[src/rtl/wrd_pkg.sv]
// Constants and types shared by feature_packer and the wrd accelerator.
// Includes the saturating narrowing helper used by the requantizer.
package wrd_pkg;

   localparam int NUM_COEFFS   = 13;
   localparam int COEFF_IN_BW  = 16;
   localparam int COEFF_OUT_BW = 8;
   localparam int NUM_FRAMES   = 50;
   localparam int VECTOR_BW    = NUM_COEFFS * COEFF_OUT_BW;
   localparam int PACK_CNT_BW  = $clog2(NUM_COEFFS);
   localparam int FRAME_CNT_BW = $clog2(NUM_FRAMES);

   localparam logic signed [COEFF_IN_BW-1:0] Q_MAX = 16'sd127;
   localparam logic signed [COEFF_IN_BW-1:0] Q_MIN = -16'sd128;

   typedef struct packed {
      logic                 last;
      logic [VECTOR_BW-1:0] data;
   } frame_t;

   function automatic logic [COEFF_OUT_BW-1:0] sat_narrow(input logic signed [COEFF_IN_BW-1:0] v);
      logic [COEFF_OUT_BW-1:0] r;
      if (v > Q_MAX) begin
         r = 8'h7F;
      end else if (v < Q_MIN) begin
         r = 8'h80;
      end else begin
         r = v[COEFF_OUT_BW-1:0];
      end
      return r;
   endfunction

endpackage

[src/rtl/feature_packer_frame_fifo.sv]
// Two-entry frame FIFO; head_o is always the oldest stored frame.
// A push into a full FIFO or a pop from an empty one is ignored.
module frame_fifo #(
   parameter int WIDTH = 105
) (
   input  logic             clk_i,
   input  logic             rst_i,
   input  logic             clear_i,
   input  logic             push_i,
   input  logic [WIDTH-1:0] push_data_i,
   input  logic             pop_i,
   output logic [WIDTH-1:0] head_o,
   output logic [1:0]       count_o
);

   logic [WIDTH-1:0] head_r;
   logic [WIDTH-1:0] tail_r;
   logic [1:0]       count_r;
   logic             push_s;
   logic             pop_s;

   assign push_s  = push_i && (count_r != 2'd2);
   assign pop_s   = pop_i && (count_r != 2'd0);
   assign head_o  = head_r;
   assign count_o = count_r;

   // Storage and occupancy; a simultaneous push/pop only happens at count 1.
   always_ff @(posedge clk_i) begin
      if (rst_i) begin
         head_r  <= '0;
         tail_r  <= '0;
         count_r <= 2'd0;
      end else if (clear_i) begin
         count_r <= 2'd0;
      end else begin
         case ({push_s, pop_s})
            2'b10: begin
               if (count_r == 2'd0) begin
                  head_r <= push_data_i;
               end else begin
                  tail_r <= push_data_i;
               end
               count_r <= count_r + 2'd1;
            end
            2'b01: begin
               head_r  <= tail_r;
               count_r <= count_r - 2'd1;
            end
            2'b11: begin
               head_r <= push_data_i;
            end
            default: begin
               count_r <= count_r;
            end
         endcase
      end
   end

endmodule

[src/rtl/feature_packer.sv]
// Requantizes signed cepstral coefficients to 8 bits and packs 13 per frame.
// Define FEATURE_PACKER_SAT_EN for saturating narrowing; default truncates (wraps).
module feature_packer
   import wrd_pkg::*;
#(
   parameter int SHIFT = 8
) (
   input  logic                   clk_i,
   input  logic                   rst_i,
   input  logic                   clear_i,
   input  logic [COEFF_IN_BW-1:0] coeff_i,
   input  logic                   coeff_valid_i,
   output logic                   coeff_ready_o,
   output logic [VECTOR_BW-1:0]   data_o,
   output logic                   valid_o,
   output logic                   last_o,
   input  logic                   ready_i
);

`ifdef FEATURE_PACKER_SAT_EN
   localparam bit SAT_EN = 1'b1;
`else
   localparam bit SAT_EN = 1'b0;
`endif

   localparam logic [PACK_CNT_BW-1:0]  LAST_IDX   = PACK_CNT_BW'(NUM_COEFFS - 1);
   localparam logic [FRAME_CNT_BW-1:0] LAST_FRAME = FRAME_CNT_BW'(NUM_FRAMES - 1);

   logic [PACK_CNT_BW-1:0]         pack_cnt_r;
   logic [FRAME_CNT_BW-1:0]        frame_cnt_r;
   logic [VECTOR_BW-1:0]           vec_r;
   logic [VECTOR_BW-1:0]           vec_next_s;
   logic signed [COEFF_IN_BW-1:0]  shifted_s;
   logic [COEFF_OUT_BW-1:0]        trunc_s;
   logic [COEFF_OUT_BW-1:0]        sat_s;
   logic [COEFF_OUT_BW-1:0]        q_s;
   logic                           frame_end_s;
   logic                           accept_s;
   logic                           push_s;
   logic                           pop_s;
   frame_t                         push_frame_s;
   frame_t                         head_s;
   logic [1:0]                     fifo_count_s;

   // Requantizer: arithmetic shift, then either clamp or keep the low byte.
   always_comb begin
      shifted_s = $signed(coeff_i) >>> SHIFT;
      trunc_s   = shifted_s[COEFF_OUT_BW-1:0];
      sat_s     = sat_narrow(shifted_s);
      q_s       = SAT_EN ? sat_s : trunc_s;
   end

   // Packing register with the incoming byte merged at slot pack_cnt.
   always_comb begin
      vec_next_s = vec_r;
      for (int k = 0; k < NUM_COEFFS; k++) begin
         if (pack_cnt_r == PACK_CNT_BW'(k)) begin
            vec_next_s[k*COEFF_OUT_BW +: COEFF_OUT_BW] = q_s;
         end else begin
            vec_next_s[k*COEFF_OUT_BW +: COEFF_OUT_BW] = vec_r[k*COEFF_OUT_BW +: COEFF_OUT_BW];
         end
      end
   end

   // Ready depends only on registered state, so no path from ready_i exists.
   assign frame_end_s   = (pack_cnt_r == LAST_IDX);
   assign coeff_ready_o = !(frame_end_s && (fifo_count_s == 2'd2));
   assign accept_s      = coeff_valid_i && coeff_ready_o && !clear_i && !rst_i;
   assign push_s        = accept_s && frame_end_s;
   assign pop_s         = valid_o && ready_i;

   // Completed frame handed to the FIFO in the cycle of the last coefficient.
   always_comb begin
      push_frame_s.last = (frame_cnt_r == LAST_FRAME);
      push_frame_s.data = vec_next_s;
   end

   // Coefficient and frame counters plus the packing register.
   always_ff @(posedge clk_i) begin
      if (rst_i) begin
         pack_cnt_r  <= '0;
         frame_cnt_r <= '0;
         vec_r       <= '0;
      end else if (clear_i) begin
         pack_cnt_r  <= '0;
         frame_cnt_r <= '0;
      end else if (accept_s) begin
         vec_r <= vec_next_s;
         if (frame_end_s) begin
            pack_cnt_r <= '0;
            if (frame_cnt_r == LAST_FRAME) begin
               frame_cnt_r <= '0;
            end else begin
               frame_cnt_r <= frame_cnt_r + FRAME_CNT_BW'(1);
            end
         end else begin
            pack_cnt_r <= pack_cnt_r + PACK_CNT_BW'(1);
         end
      end else begin
         pack_cnt_r <= pack_cnt_r;
      end
   end

   frame_fifo #(
      .WIDTH($bits(frame_t))
   ) u_frame_fifo (
      .clk_i      (clk_i),
      .rst_i      (rst_i),
      .clear_i    (clear_i),
      .push_i     (push_s),
      .push_data_i(push_frame_s),
      .pop_i      (pop_s),
      .head_o     (head_s),
      .count_o    (fifo_count_s)
   );

   assign valid_o = (fifo_count_s != 2'd0);
   assign data_o  = head_s.data;
   assign last_o  = head_s.last;

endmodule

[config.mk]
export PLATFORM = sky130hd
export DESIGN_NAME = feature_packer
export DESIGN_NICKNAME = d
export VERILOG_FILES = /design/src/rtl/wrd_pkg.sv /design/src/rtl/feature_packer_frame_fifo.sv /design/src/rtl/feature_packer.sv
export SDC_FILE = /design/constraint.sdc
export NUM_CORES = 1
export LEC_CHECK = 0
export ABC_AREA = 1
export ABC_CLOCK_PERIOD_IN_PS = 4200
export BUFFER_PORTS_ARGS = -buffer_cell sky130_fd_sc_hd__buf_2
export CORE_MARGIN = 10
export CORE_UTILIZATION = 55
export CTS_CLUSTER_DIAMETER = 120
export DETAILED_ROUTE_END_ITERATION = 12
export PLACE_DENSITY = 0.76
export SETUP_SLACK_MARGIN = 0.05
export SLEW_MARGIN = 10
export SYNTH_ARGS = -nofsm -noshare
export SYNTH_HDL_FRONTEND = slang
export SYNTH_SLANG_ARGS = --single-unit
export TNS_END_PERCENT = 5
[constraint.sdc]
create_clock -name clk_i -period 4.2 [get_ports clk_i]
set_input_delay 0.42 -clock clk_i [delete_from_list [all_inputs] [get_ports clk_i]]
set_output_delay 0.42 -clock clk_i [all_outputs]
set_load 0.005 [all_outputs]
==> impl_metrics.env, run 1 <==
export IMPL_wl_per_cell_um=17.6
export IMPL_die_x_um=178
export IMPL_vias=13172
export IMPL_synthFlopType="dfxtp_1"
export IMPL_ys_seq_area_frac=0.473
export IMPL_gr_total_overflow=0
export IMPL_worstRegToRegCells=12
export IMPL_synthesis_instances=1878
export IMPL_period_needed_ns=3.36
export IMPL_diodes=0
export IMPL_post_dp_hpwl_um=22300
export IMPL_grt_max_degree=106
export IMPL_r2r_slack_ns=0.84
export IMPL_cts_hold_fix_buffers=0
export IMPL_fin_nets=1925
export IMPL_antenna_left=0
export IMPL_area_growth_pct=11.7
export IMPL_clk_latency_ns=0.51
export IMPL_cts_setup_buffers=0
export IMPL_finalSetupTns_ns=0
export IMPL_post_dp_cell_area_sq_um=14300
export IMPL_irDropWorstVdd_mv=0.298
export IMPL_hp_class="input port to flip-flop"
export IMPL_clock_skew_ns=0.00936
export IMPL_antenna_found_initial=0
export IMPL_vias_per_cell=5.88
export IMPL_cts_resized_gates=0
export IMPL_syn_area_per_cell_sq_um=7.34
export IMPL_core_area_sq_um=24500
export IMPL_crit_path_end_kind="flip-flop"
export IMPL_setup_violations=0
export IMPL_drt_iter0_markers=1274
export IMPL_crit_path_start_kind="flip-flop"
export IMPL_final_common_cell="nand2_1"
export IMPL_final_cell_mix="nand2_1 (426), a21oi_1 (422), dfxtp_1 (326)"
export IMPL_die_height_um=178
export IMPL_clk_pin_slew_worst_paths_ns=0.06
export IMPL_h_tree_depth=2
export IMPL_crit_arrival_ns=3.79
export IMPL_fp_dieArea_sq_um=31800
export IMPL_synth_distinct_cells=29
export IMPL_maxSlewHeadroom=0.146
export IMPL_wl_um=39500
export IMPL_fill_cells=2182
export IMPL_synth_seq_cells=326
export IMPL_rsz0062_at_grt="false"
export IMPL_hold_depth=5
export IMPL_asyncSetResetFlopFracSynth=0
export IMPL_clk_path_buf_depth=3
export IMPL_max_freq_ghz=0.298
export IMPL_hold_ws_ns=0.340
export IMPL_maxSlewViolCount=0
export IMPL_synth_edff_count=0
export IMPL_io_buffers=119
export IMPL_grt_pass1_wl_um=63500
export IMPL_ios=128
export IMPL_clockRootBuffer="clkbuf_16"
export IMPL_start_util=0.564
export IMPL_p_per_area_nw_per_um2=412
export IMPL_run_status="finished clean"
export IMPL_drive_gt1_frac=0.106
export IMPL_cts_made_buffers=35
export IMPL_netlist_area_sq_um=13800
export IMPL_final_design_area_no_fill_sq_um=15400
export IMPL_grt_usage=0.240
export IMPL_power_leakage_nw=6.40
export IMPL_yosys_warnings=0
export IMPL_cts_tree="yes"
export IMPL_grt_pass1_vias=12276
export IMPL_firstDrtPassIters=6
export IMPL_cp_max_fo=42
export IMPL_row_count=57
export IMPL_worst_pin_slew_ns=1.28
export IMPL_finalHoldViolCount=0
export IMPL_cts_sinks=326
export IMPL_drv_cap=0
export IMPL_worstSetupPathType="flip-flop to flip-flop"
export IMPL_gp_congestion=0.776
export IMPL_timing_final_crit_share=0.800
export IMPL_drc_errors=0
export IMPL_required_ns=4.63
export IMPL_syn_num_nets=1908
## routing by layer
layer  vias up  global-route usage  part of all wire
met3        80              0.0442             0.083
met5         -                   0                 0
met4         0              0.0854             0.029
met1      6187               0.310              0.42
met2       522               0.395              0.47
li1       6383                   -                 -
## power by group
| part | internal, mW | switching (mW) |
|---|---|---|
| sequential | 3.13 | 0.00948 |
| combinational | 0.0720 | 0.215 |
| clock | 1.70 | 1.22 |
| total | 4.90 | 1.45 |
## synthesized netlist by cell type, types with 4 or more instances
cell,number,area share
ha_1,9,0.0082
nor2_1,23,0.0063
o211ai_1,56,0.030
a21oi_1,422,0.15
nand3_1,17,0.0062
nand2_1,426,0.12
clkbuf_1,108,0.029
o21ai_0,316,0.11
dfxtp_1,326,0.47
nor2_4,4,0.0033
inv_1,97,0.026
buf_2,38,0.014
buf_4,9,0.0049
## worst paths after layout
kind | to | start
worst min-delay path | pack_cnt_r[0] | coeff_valid_i
worst min register to register | vec_r[54] | vec_r[54]
worst max register to register | u_frame_fifo.head_o[7] | pack_cnt_r[0]
worst max-delay path | u_frame_fifo.head_o[7] | pack_cnt_r[0]
## final cells by class
type | count | area (sq um) | share of cell area
Clock inverter | 3 | 15.0 | 0.000975
Inverter | 100 | 380 | 0.0247
Sequential cell | 326 | 6530 | 0.424
Clock buffer | 57 | 1050 | 0.0682
Tap cell | 324 | 405 | 0.0263
Multi-Input combinational cell | 1293 | 6220 | 0.404
Timing Repair Buffer | 139 | 808 | 0.0525
## sequential cells by signal, summed over array words and instances (netlist names)
signal and count:
frame_cnt_r 6, pack_cnt_r 4, u_frame_fifo.count_o 2, u_frame_fifo.head_o 105, u_frame_fifo.tail_r 105, vec_r 104
## worst max-delay path, cell delays in order (launching register included)
cell	delay [ns]
dfxtp_1	0.40
inv_1	0.12
ha_1	0.27
nand3_1	0.10
buf_4	0.24
nor3_2	0.13
ha_1	0.23
o21ai_4	0.46
nand2_4	0.10
inv_2	0.54
buf_4	0.37
o21ai_0	0.12
a21oi_1	0.18
## kinds of logic (layout without fill, tap and decap cells)
logic type | Yosys count | count (layout) | synth area share
compound gates | 799 | 799 | 0.302
xor+xnor | 3 | 3 | 0.00191
fa+ha+maj | 9 | 9 | 0.00816
buf+inv | 259 | 299 | 0.0775
flops | 326 | 326 | 0.473
simple gates | 482 | 482 | 0.138
## metrics by stage
step                      power [mW]  setup WS (ns)  std cells  utilization
after floorplan                 3.41           1.85       1878            -
final                           6.35          0.841       2242        0.630
after global placement          3.48          0.834       2182        0.586
after detailed placement        3.49          0.769       2182        0.586
after global routing            6.53          0.640       2242        0.630
after CTS                       6.36          0.886       2242        0.630
Note: power is estimated with default switching activity, not from simulation.
==> run 2: changes to the inputs <==
- ABC_AREA: 1 -> 0
- ABC_CLOCK_PERIOD_IN_PS: 4200 -> 2900
- CORE_UTILIZATION: 55 -> 53
- clock period: 4.2 -> 2.9 ns (I/O delays scaled with it)
==> run 2 against run 1 <==
  * Register-to-register slack worse by 0.65 ns
  * Critical path depth down 1
  * Highest routed layer unchanged
  * Flip-flop and latch count unchanged
  * Combinational power up 94%
  * Worst setup slack worse by 0.65 ns
  * Worst hold slack worse by 0.20 ns
  * Clock-buffer cell count down 5
  * Sequential power up 47%
  * Clock skew up 0.0071 ns
  * Maximum frequency up 24%
  * Die area up 2.2%
  * Synthesized area down 1.3%
==> impl_metrics.env, run 2 <==
export IMPL_die_height_um=180
export IMPL_setup_violations=0
export IMPL_cts_setup_buffers=0
export IMPL_vias=10224
export IMPL_wl_met2_um=14600
export IMPL_maxSlewHeadroom=0.380
export IMPL_cts_hold_fix_buffers=0
export IMPL_maxSlewViolCount=0
export IMPL_wl_um=31100
export IMPL_r2r_slack_ns=0.19
export IMPL_clk_latency_ns=0.51
export IMPL_min_from="rst_i"
export IMPL_hp_class="input port to flip-flop"
export IMPL_finalSetupTns_ns=0
export IMPL_synthTopCellsByArea="dfxtp_1 (48%), mux2i_1 (8.4%), a211oi_2 (8.4%)"
export IMPL_r2r_start="pack_cnt_r[0]"
export IMPL_fp_dieArea_sq_um=32500
export IMPL_die_x_um=180
export IMPL_yosys_area_top_type="dfxtp_1"
export IMPL_final_common_cell="dfxtp_1"
export IMPL_area_growth_pct=13.6
export IMPL_drv_cap=0
export IMPL_synthFlopType="dfxtp_1"
export IMPL_cp_startpoint="pack_cnt_r[0]"
export IMPL_io_buffers=119
export IMPL_met3_length_um=1640
export IMPL_core_area_sq_um=25300
export IMPL_grt_pass1_wl_um=50400
export IMPL_gr_total_overflow=0
export IMPL_wl_met1_um=14400
export IMPL_antenna_found_initial=2
export IMPL_vias_per_cell=5.70
export IMPL_synth_edff_count=0
export IMPL_grt_usage=0.182
export IMPL_fin_nets=1469
export IMPL_grt_max_degree=111
export IMPL_cts_made_buffers=35
export IMPL_finalHoldViolCount=0
export IMPL_clk_path_buf_depth=3
export IMPL_row_count=58
export IMPL_period_needed_ns=2.71
export IMPL_netlist_area_sq_um=13600
export IMPL_cp_max_fo=36
export IMPL_path_cells="inv_1 -> ha_1 -> and3_1 -> nand4_1 -> inv_1 -> ha_1 -> o21ai_1 -> nor3b_2 -> nor2_4 -> buf_4 -> a22o_1"
export IMPL_cts_resized_gates=0
export IMPL_start_util=0.539
export IMPL_wl_per_cell_um=17.3
export IMPL_yosys_top_cells_count="dfxtp_1 (326), nor2_1 (226), mux2i_1 (114)"
export IMPL_worstSetupPathType="flip-flop to flip-flop"
export IMPL_syn_num_nets=1426
export IMPL_final_cell_mix="dfxtp_1 (326), nor2_1 (224), buf_2 (118)"
export IMPL_p_per_area_nw_per_um2=615
export IMPL_max_freq_ghz=0.369
export IMPL_synthesis_instances=1396
export IMPL_cts_sinks=326
export IMPL_synth_top_area_frac=0.479
export IMPL_clk_pin_slew_worst_paths_ns=0.06
export IMPL_power_mw=9.52
export IMPL_gp_congestion=0.777
export IMPL_synth_seq_cells=326
export IMPL_dr_max_layer_used="met4"
export IMPL_yosys_warnings=0
export IMPL_synth_distinct_cells=41
export IMPL_antenna_left=0
export IMPL_timing_final_crit_share=0.933
export IMPL_path_delay_family="simple AND/OR/NAND/NOR gates"
export IMPL_yosysMostFrequentCell="dfxtp_1"
export IMPL_h_tree_depth=2
export IMPL_dp_slack_ns=0.236
export IMPL_worst_pin_slew_ns=0.930
export IMPL_asyncSetResetFlopFracSynth=0
export IMPL_cp_slowest_cell="dfxtp_1"
export IMPL_fin_ws_ns=0.194
export IMPL_grt_pass1_vias=9672
export IMPL_required_ns=3.29
export IMPL_power_leakage_nw=6.09
export IMPL_syn_area_per_cell_sq_um=9.76
export IMPL_irDropWorstVdd_mv=0.406
export IMPL_ys_seq_area_frac=0.479
export IMPL_clock_skew_ns=0.0164
export IMPL_rsz0062_at_grt="true"
export IMPL_firstDrtPassIters=6
export IMPL_crit_arrival_ns=3.10
export IMPL_cpPeakStageDelay_ns=0.42
export IMPL_run_status="finished clean"
export IMPL_drc_errors=0
export IMPL_cts_tree="yes"
export IMPL_post_dp_hpwl_um=19100
export IMPL_ios=128
export IMPL_path_buf_inv=3
export IMPL_drt_iter0_markers=680
export IMPL_clockRootBuffer="clkbuf_16"
export IMPL_drive_gt1_frac=0.214
export IMPL_crit_path_end_kind="flip-flop"
export IMPL_crit_path_start_kind="flip-flop"
-- run 2: cells by family (layout without fill, tap and decap cells) --
family / Yosys count / count (layout) / share of synthesized area
AND/OR/NAND/NOR: 374 / 374 / 0.113
buffers and inverters: 147 / 215 / 0.0531
flip-flops: 326 / 326 / 0.479
other: 0 / 1 / 0
multiplexers: 122 / 122 / 0.0904
XOR/XNOR: 3 / 3 / 0.00193
AO/OA/AOI/OAI: 415 / 415 / 0.254
adder cells (fa/ha/maj): 9 / 9 / 0.00827
-- run 2: area by class of cell --
type | instances | area, sq um
Clock inverter | 10 | 90.1
Fill cell | 2113 | 9780
Sequential cell | 326 | 6530
Clock buffer | 52 | 1050
Multi-Input combinational cell | 923 | 6410
Timing Repair Buffer | 147 | 952
Antenna cell | 1 | 2.50
Tap cell | 330 | 413
Inverter | 6 | 22.5
-- run 2: per-stage QoR --
stage | area [sq um] | hold WS, ns | utilization | cells
2_1_floorplan | 13600 | 0.436 | - | 1396
3_3_place_gp | 14300 | 0.445 | 0.567 | 1732
3_5_place_dp | 14300 | 0.442 | 0.567 | 1732
4_1_cts | 15500 | 0.126 | 0.613 | 1794
5_1_grt | 15500 | 0.127 | 0.613 | 1795
6_report | 15500 | 0.138 | 0.613 | 1795
-- run 2: where the power goes --
part | switching, mW | total (mW) | internal [mW]
registers | 0.0419 | 4.61 | 4.56
logic | 0.381 | 0.556 | 0.175
clock network | 1.76 | 4.36 | 2.60
-- run 2: layer usage --
| layer | vias up | GRT usage |
|---|---|---|
| met4 | 0 | 0.0482 |
| met1 | 4849 | 0.241 |
| met5 | - | 0 |
| li1 | 5110 | - |
| met2 | 224 | 0.296 |
| met3 | 41 | 0.0339 |
-- run 2: path summary, 6_finish.rpt --
check                             end  depth (start not counted)
min                         vec_r[26]                          2
max           u_frame_fifo.head_o[33]                         11
min reg2reg  u_frame_fifo.head_o[103]                          1
max reg2reg   u_frame_fifo.head_o[33]                         11
==> run 3: changes to the inputs <==
- MAX_ROUTING_LAYER: default -> met4
==> run 3 against run 2 <==
  * Register-to-register slack about the same
  * Total power about the same
  * Wire length about the same
  * Critical path depth unchanged
  * Utilization unchanged
  * Critical endpoint unchanged
  * Largest cell class unchanged
  * Largest power group unchanged
==> impl_metrics.env, run 3 (synthesis results as in run 2) <==
export IMPL_run_status="finished clean"
export IMPL_utilization=0.613
export IMPL_finalSetupTns_ns=0
export IMPL_final_common_cell="dfxtp_1"
export IMPL_clockRootBuffer="clkbuf_16"
export IMPL_clock_skew_ns=0.0165
export IMPL_drive_gt1_frac=0.214
export IMPL_period_needed_ns=2.70
export IMPL_grt_pass1_wl_um=50300
export IMPL_dp_cells=1732
export IMPL_antenna_found_initial=2
export IMPL_setup_violations=0
export IMPL_crit_path_start_kind="flip-flop"
export IMPL_fp_dieArea_sq_um=32500
export IMPL_drt_iter0_markers=736
export IMPL_final_cells=1795
export IMPL_clk_path_buf_depth=3
export IMPL_antenna_left=0
export IMPL_wl_um=31100
export IMPL_drc_errors=0
export IMPL_wl_per_cell_um=17.3
export IMPL_io_buffers=119
export IMPL_grt_pass1_vias=9679
export IMPL_required_ns=3.29
export IMPL_vias_per_cell=5.66
export IMPL_cp_startpoint="pack_cnt_r[0]"
export IMPL_finalHoldViolCount=0
export IMPL_firstDrtPassIters=5
export IMPL_hp_class="input port to flip-flop"
export IMPL_worst_pin_slew_ns=0.945
export IMPL_timing_final_crit_share=0.933
export IMPL_post_dp_hpwl_um=19100
export IMPL_start_util=0.539
export IMPL_core_area_sq_um=25300
export IMPL_cts_sinks=326
export IMPL_worstSetupPathType="flip-flop to flip-flop"
export IMPL_row_count=58
export IMPL_cts_tree="yes"
export IMPL_ios=128
export IMPL_grt_usage=0.187
export IMPL_gr_total_overflow=0
export IMPL_cts_hold_fix_buffers=0
export IMPL_max_freq_ghz=0.370
export IMPL_area_growth_pct=13.6
export IMPL_cp_max_fo=36
export IMPL_drv_cap=0
export IMPL_vias=10168
export IMPL_maxSlewViolCount=0
export IMPL_final_cell_mix="dfxtp_1 (326), nor2_1 (224), buf_2 (118)"
export IMPL_min_from="rst_i"
export IMPL_rsz0062_at_grt="true"
export IMPL_crit_path_end_kind="flip-flop"
export IMPL_die_x_um=180
export IMPL_die_height_um=180
export IMPL_r2r_start="pack_cnt_r[0]"
export IMPL_fin_nets=1469
export IMPL_maxSlewHeadroom=0.370
export IMPL_clk_latency_ns=0.51
export IMPL_h_tree_depth=2
export IMPL_crit_arrival_ns=3.09
export IMPL_p_per_area_nw_per_um2=615
export IMPL_power_leakage_nw=6.09
export IMPL_gp_congestion=0.788
export IMPL_irDropWorstVdd_mv=0.405
export IMPL_clk_pin_slew_worst_paths_ns=0.06
export IMPL_power_mw=9.52
export IMPL_cts_made_buffers=35
export IMPL_grt_max_degree=111
==> run 3: report_power, final <==
group / switching, mW / internal (mW)
clock: 1.75 / 2.60
combinational: 0.380 / 0.175
sequential: 0.0421 / 4.56
total: 2.17 / 7.34
==> run 3: layout make-up <==
cell class,instances,area [sq um]
repair buffers,147,952
inverters,6,22.5
multi-input cells,923,6410
clock inverters,10,90.1
clock buffers,52,1050
diodes,1,2.50
well taps,330,413
flip-flops and latches,326,6530
fillers,2113,9780
==> run 3: what timing repair did <==
| item | 4_1_cts | 5_1_grt |
|---|---|---|
| hold endpoints to repair | 0 | 0 |
| buffers inserted | 0 | 0 |
| resized for setup | 0 | 0 |
| endpoints found under the setup margin | 0 | 19 |
==> run 3: metrics by stage <==
stage               hold slack [ns]  setup slack [ns]  instance area (sq um)
floorplan                     0.436             0.219                  13600
global placement              0.445             0.303                  14300
detailed placement            0.442             0.236                  14300
CTS                           0.126             0.203                  15500
global route                  0.127            0.0321                  15500
finish                        0.138             0.195                  15500
==> run 3: metal layers <==
layer	up-vias	global-route usage	wire length [um]
met2	213	0.296	14600
li1	5103	-	-
met5	-	-	0
met3	43	0.0297	1380
met1	4809	0.243	14600
met4	0	0.0482	554
==> run 3: final timing paths <==
check	end	slack, ns	cells after the start
worst max-delay path	u_frame_fifo.head_o[33]	0.20	11
worst min-delay path	vec_r[26]	0.14	2
worst max register to register	u_frame_fifo.head_o[33]	0.20	11
worst min register to register	u_frame_fifo.head_o[103]	0.46	1
==> run 3: worst max-delay path, cell delays in order, from the launching register on <==
cell	delay (ns)
dfxtp_1	0.42
inv_1	0.11
ha_1	0.27
and3_1	0.22
nand4_1	0.19
inv_1	0.07
ha_1	0.17
o21ai_1	0.09
nor3b_2	0.38
nor2_4	0.07
buf_4	0.29
a22o_1	0.28
